### config.mk
export PLATFORM = sky130hd
export DESIGN_NAME = fpga_robots_game_ps2_rx
export DESIGN_NICKNAME = d
export VERILOG_FILES = /design/src/rtl/fpga_robots_game_pkg.sv /design/src/rtl/fpga_robots_game_ps2_filter.sv /design/src/rtl/fpga_robots_game_ps2_rx.sv
export SDC_FILE = /design/constraint.sdc
export NUM_CORES = 1
export LEC_CHECK = 0
export CAP_MARGIN = 20
export CORE_ASPECT_RATIO = 1.75
export CORE_MARGIN = 2
export CORE_UTILIZATION = 52
export DETAILED_ROUTE_END_ITERATION = 16
export PLACE_DENSITY = 0.74
export SLEW_MARGIN = 20
export SYNTH_ARGS = -nofsm -noshare
export SYNTH_HDL_FRONTEND = slang
export SYNTH_SLANG_ARGS = --single-unit
### constraint.sdc
create_clock -name clk -period 1.78 [get_ports clk]
set_input_delay 0.356 -clock clk [delete_from_list [all_inputs] [get_ports clk]]
set_output_delay 0.356 -clock clk [all_outputs]
set_load 0.02 [all_outputs]
### src/rtl/fpga_robots_game_pkg.sv
// Shared definitions for the robots game PS/2 receiver.
// State encoding, frame length and the odd-parity helper.
package fpga_robots_game_pkg;

  typedef enum logic [1:0] {
    PS2_IDLE   = 2'd0,
    PS2_DATA   = 2'd1,
    PS2_PARITY = 2'd2,
    PS2_STOP   = 2'd3
  } ps2_state_e;

  // start + 8 data + parity + stop
  localparam int PS2_FRAME_LEN = 11;

  // PS/2 uses odd parity over the 8 data bits plus the parity bit
  function automatic logic odd_parity_ok(input logic [7:0] d, input logic p);
    return ^{d, p};
  endfunction

endpackage

### src/rtl/fpga_robots_game_ps2_filter.sv
// Two-flop synchronizer followed by a persistence filter: the output only
// follows the synchronized input after FILT_LEN consecutive differing cycles.
module fpga_robots_game_ps2_filter #(
  parameter int FILT_LEN = 8
) (
  input  logic clk,
  input  logic rst,
  input  logic din,
  output logic dout
);

  logic [1:0] sync;
  logic [3:0] cnt;

  // bring the asynchronous pin into the clk domain; idle bus level is 1
  always_ff @(posedge clk) begin
    if (rst) sync <= 2'b11;
    else     sync <= {sync[0], din};
  end

  // count cycles the synchronized level disagrees with the output; any
  // agreeing cycle restarts the count, so short glitches never get through
  always_ff @(posedge clk) begin
    if (rst) begin
      dout <= 1'b1;
      cnt  <= '0;
    end else if (sync[1] == dout) begin
      cnt  <= '0;
    end else if (cnt == 4'(FILT_LEN - 1)) begin
      dout <= sync[1];
      cnt  <= '0;
    end else begin
      cnt  <= cnt + 4'd1;
    end
  end

endmodule

### src/rtl/fpga_robots_game_ps2_rx.sv
// Receive-only PS/2 keyboard deframer for the robots game.
// Conditions both pins, samples data on filtered clock falling edges and
// delivers each good scan-code byte with a one-cycle strobe.
// Build option: define FPGA_ROBOTS_GAME_PS2_PARITY_EN to enforce odd parity;
// otherwise the parity bit is sampled and ignored.
module fpga_robots_game_ps2_rx
  import fpga_robots_game_pkg::*;
#(
  parameter int FILT_LEN  = 8,
  parameter int TIMEOUT_W = 17
) (
  input  logic       clk,
  input  logic       rst,
  input  logic       ps2_clk_in,
  input  logic       ps2_dat_in,
  output logic [7:0] rx_byte,
  output logic       rx_stb,
  output logic       rx_err,
  output logic       busy
);

  logic                 clk_f, dat_f, clk_f_q, fall;
  logic                 tmo_hit, frame_ok;
  logic [TIMEOUT_W-1:0] tmo;
  logic [7:0]           shreg;
  logic [2:0]           bit_cnt;
  ps2_state_e           state;
`ifdef FPGA_ROBOTS_GAME_PS2_PARITY_EN
  logic                 par_bit;
`endif

  fpga_robots_game_ps2_filter #(.FILT_LEN(FILT_LEN)) u_clk_filt (
    .clk (clk), .rst (rst), .din (ps2_clk_in), .dout (clk_f)
  );

  fpga_robots_game_ps2_filter #(.FILT_LEN(FILT_LEN)) u_dat_filt (
    .clk (clk), .rst (rst), .din (ps2_dat_in), .dout (dat_f)
  );

  assign fall    = clk_f_q & ~clk_f;
  assign tmo_hit = &tmo;

  // stop-bit check, plus parity when enforced
`ifdef FPGA_ROBOTS_GAME_PS2_PARITY_EN
  assign frame_ok = dat_f & odd_parity_ok(shreg, par_bit);
`else
  assign frame_ok = dat_f;
`endif

  // previous filtered clock level for falling-edge detection
  always_ff @(posedge clk) begin
    if (rst) clk_f_q <= 1'b1;
    else     clk_f_q <= clk_f;
  end

  // inter-edge watchdog: only runs while a frame is open
  always_ff @(posedge clk) begin
    if (rst || state == PS2_IDLE || fall) tmo <= '0;
    else                                  tmo <= tmo + TIMEOUT_W'(1);
  end

  // frame state machine; a falling edge always beats a same-cycle timeout
  always_ff @(posedge clk) begin
    if (rst) begin
      state   <= PS2_IDLE;
      shreg   <= '0;
      bit_cnt <= '0;
      rx_byte <= 8'h00;
      rx_stb  <= 1'b0;
      rx_err  <= 1'b0;
      busy    <= 1'b0;
`ifdef FPGA_ROBOTS_GAME_PS2_PARITY_EN
      par_bit <= 1'b0;
`endif
    end else begin
      rx_stb <= 1'b0;
      rx_err <= 1'b0;
      if (state != PS2_IDLE && !fall && tmo_hit) begin
        state   <= PS2_IDLE;
        busy    <= 1'b0;
        rx_err  <= 1'b1;
        shreg   <= '0;
        bit_cnt <= '0;
      end else if (fall) begin
        case (state)
          PS2_IDLE: begin
            if (!dat_f) begin
              state   <= PS2_DATA;
              bit_cnt <= '0;
              busy    <= 1'b1;
            end else begin
              rx_err  <= 1'b1;
            end
          end
          PS2_DATA: begin
            shreg   <= {dat_f, shreg[7:1]};
            bit_cnt <= bit_cnt + 3'd1;
            if (bit_cnt == 3'd7) state <= PS2_PARITY;
          end
          PS2_PARITY: begin
`ifdef FPGA_ROBOTS_GAME_PS2_PARITY_EN
            par_bit <= dat_f;
`endif
            state   <= PS2_STOP;
          end
          PS2_STOP: begin
            state <= PS2_IDLE;
            busy  <= 1'b0;
            if (frame_ok) begin
              rx_byte <= shreg;
              rx_stb  <= 1'b1;
            end else begin
              rx_err  <= 1'b1;
            end
          end
          default: begin
            state <= PS2_IDLE;
            busy  <= 1'b0;
          end
        endcase
      end
    end
  end

endmodule

==> impl_metrics.csv <==
group,metric,value,unit
run_status,status,"complete, no violations",
grt,grt_pass1_wl,7370,microns
synthesis,ys_seq_area_share,47.6,%
placement,place_ws,0.0986,ns
setup_path,critPathKind,"flop to flop",
sta,tns,0,ns
synthesis,synth_warnings,0,
grt,grt_overflow,0,
grt,use_met3,3.83,%
sta,skew,0.0165,ns
final_layout,layout-drive-gt1-share,13.3,%
die,dieArea,5100,sq um
synthesis,syn_inst,259,
cts,cts_tree,"yes",
sta,setup_violations,0,
grt,use_met1,21.1,%
grt,grt_max_degree,20,
final_layout,final_cell_mix,"54 x dfxtp_1, 29 x nand2_1, 28 x a21oi_1",
grt,grt_antenna_before_repair,0,
synthesis,synth_top_family_by_area,"simple AND/OR/NAND/NOR gates",
final_layout,final_common_cell,"dfxtp_1",
cts,cts_sinks,56,
grt,grt-busiest-layer,"met2",
cts,clk_latency,0.32,ns
die,initial_core_util,53.9,%
cts,cts_setup_buffers,0,
cts,cts_max_level,2,
cts,clk_pin_slew,0.11,ns
cts,cts_resized,0,
routing,vias,1860,
sta,fin_crit,1.66,ns
setup_path,required,1.97,ns
routing,final_antenna_net_count,0,
power,p_leak,0.963,nW
setup_path,cp-start-kind,"flop",
cts,hold_buffers,0,
setup_path,critPathCaptureType,"flop",
cts,root_buffer,"clkbuf_8",
routing,drc_errors,0,
synthesis,synthMuxAreaShare,2.98,%
final_layout,syn_to_final_growth,17.8,%
routing,via_per_inst,5.52,
die,die_w,54.9,microns
synthesis,synth_top_cell_by_area,"dfxtp_1",
placement,gp_congestion,0.774,
synthesis,synth_top_area_share,47.6,%
die,die_height,93.0,microns
die,io_pins,15,
final_layout,register_area,1120,sq um
routing,first_iter_violations,40,
synthesis,synth-xor-area-share,3.35,%
die,core_area,4360,sq um
power,ir_worst_vdd,0.647,mV
routing,dr.pass1.iters,5,
synthesis,synth-compound-area-share,11.1,%
sta,slew_headroom,73.0,%
cts,clk_path_buf_depth,2,
sta,slew_violations,0,
synthesis,syn_area_per_cell,9.09,sq um
power,power_density,729,nW/um^2
synthesis,synth_area,2350,sq um
synthesis,synth.area.top_cells,"dfxtp_1 48%, a21oi_1 6.0%, ha_1 5.8%, nand2_1 4.6%, nand3_1 3.2%",
routing,avgRoutedWirePerCell,13.1,microns
synthesis,synthSimpleGateAreaFrac,25.1,%
setup_path,crit_path_max_fanout,15,
cts,cts_made_buffers,5,
worst_hold_path,hold_path_class,"flop to flop",
routing,routed_wl,4410,microns
grt,grt_pass1_vias,1699,
flow_run,cap_violations,0,
die,core.rowCount,32,
grt,grt_usage,19.7,%
sta,rsz0062_at_grt,"no",
synthesis,yosysUniqueCellTypes,32,
synthesis,synth_seq_cells,56,
final_layout,num-nets-final,300,
sta,fin_ws,0.119,ns
final_layout,diodes,0,
sta,post-route-period-util,93.3,%
sta,hold_viol,0,
placement,portBuffers,14,
synthesis,synth_nets,274,
setup_path,cp.arrival,1.85,ns
final_layout,fillers,379,
synthesis,synth_adder_area_share,5.85,%
final_layout,multi_input_area,1160,sq um
placement,hpwl,3280,microns
sta,worstMarginPinSlew,0.404,ns
sta,max_freq,602,MHz
grt,use_met2,35.5,%
## area by class of cell
| type | instances | share of cell area (%) |
|---|---|---|
| Sequential cell | 56 | 40.5 |
| Inverter | 11 | 1.49 |
| Tap cell | 51 | 2.30 |
| Clock inverter | 3 | 0.948 |
| Multi-Input combinational cell | 180 | 41.7 |
| Timing Repair Buffer | 31 | 10.6 |
| Clock buffer | 5 | 2.48 |
## path summary, 6_finish.rpt
kind                                       from                            end  slack (ns)  cells past startpoint
setup reg to reg              tmo[1]$_SDFF_PP0_              busy$_SDFFE_PP0P_        0.12                      8
hold / removal    u_clk_filt.sync[0]$_SDFF_PP1_  u_clk_filt.sync[1]$_SDFF_PP1_        0.43                      1
setup / recovery              tmo[1]$_SDFF_PP0_              busy$_SDFFE_PP0P_        0.12                      8
hold reg to reg   u_clk_filt.sync[0]$_SDFF_PP1_  u_clk_filt.sync[1]$_SDFF_PP1_        0.43                      1
## cells in the mapped netlist
master / count
dfxtp_1: 56
nand2_1: 29
a21oi_1: 28
nor2_1: 17
nand3_1: 15
ha_1: 11
inv_1: 11
o31ai_1: 9
nand4_1: 8
or4_1: 8
buf_2: 7
mux2i_1: 7
xnor2_1: 6
clkbuf_1: 5
nor4_1: 5
or2_2: 5
or3_1: 5
o21ai_0: 4
nor2b_1: 3
xor2_1: 3
and2_1: 2
and3b_1: 2
nand2b_1: 2
nand4_2: 2
nand4b_1: 2
a311oi_1: 1
a31o_2: 1
a31oi_1: 1
and4b_1: 1
nand3_4: 1
nand3b_1: 1
o2111ai_1: 1
## per-stage QoR
| stage | area (sq um) | total power, mW | util [%] | hold WS, ns | instances |
|---|---|---|---|---|---|
| after global routing | 2770 | 2.09 | 63.5 | 0.448 | 337 |
| after floorplan | 2360 | 1.31 | - | 0.389 | 259 |
| after global placement | 2660 | 1.33 | 60.9 | 0.391 | 329 |
| after detailed placement | 2660 | 1.33 | 60.9 | 0.405 | 329 |
| final | 2770 | 2.02 | 63.5 | 0.430 | 337 |
| after CTS | 2750 | 2.04 | 63.1 | 0.433 | 337 |
## state kept, by name, indices dropped and copies added (netlist names)
signal           count
rx_byte              8
u_clk_filt.cnt       4
shreg                8
busy                 1
u_dat_filt.cnt       4
tmo                 17
clk_f_q              1
rx_stb               1
u_dat_filt.dout      1
rx_err               1
u_dat_filt.sync      2
bit_cnt              3
u_clk_filt.sync      2
u_clk_filt.dout      1
state                2
## critical path, stage by stage, from the launching register on
cell      delay, ns
dfxtp_2        0.37
ha_4           0.15
nand3_4        0.08
nor4_2         0.25
and2_1         0.15
ha_1           0.17
a31o_2         0.19
buf_12         0.14
a311oi_1       0.04
## metal layers
layer	wire (microns)	up-vias
li1	-	967
met1	1760	868
met2	2490	19
met3	86	6
met4	72	0
met5	0	-
## kinds of logic after synthesis
group                      Yosys count
AOI/OAI and AO/OA                   45
xor gates and xnor gates             9
adders and majority gates           11
buffers and inverters               23
DFF                                 56
muxes                                7
and+or+nand+nor                    108
## where the power goes
group          switching, mW  leakage [nW]  internal, mW  total [mW]
Combinational         0.0193         0.461        0.0195      0.0388
Clock                  0.435        0.0487         0.288       0.722
Sequential           0.00272         0.453          1.26        1.26
Total                  0.457         0.963          1.56        2.02
Note: power is estimated with default switching activity, not from simulation.
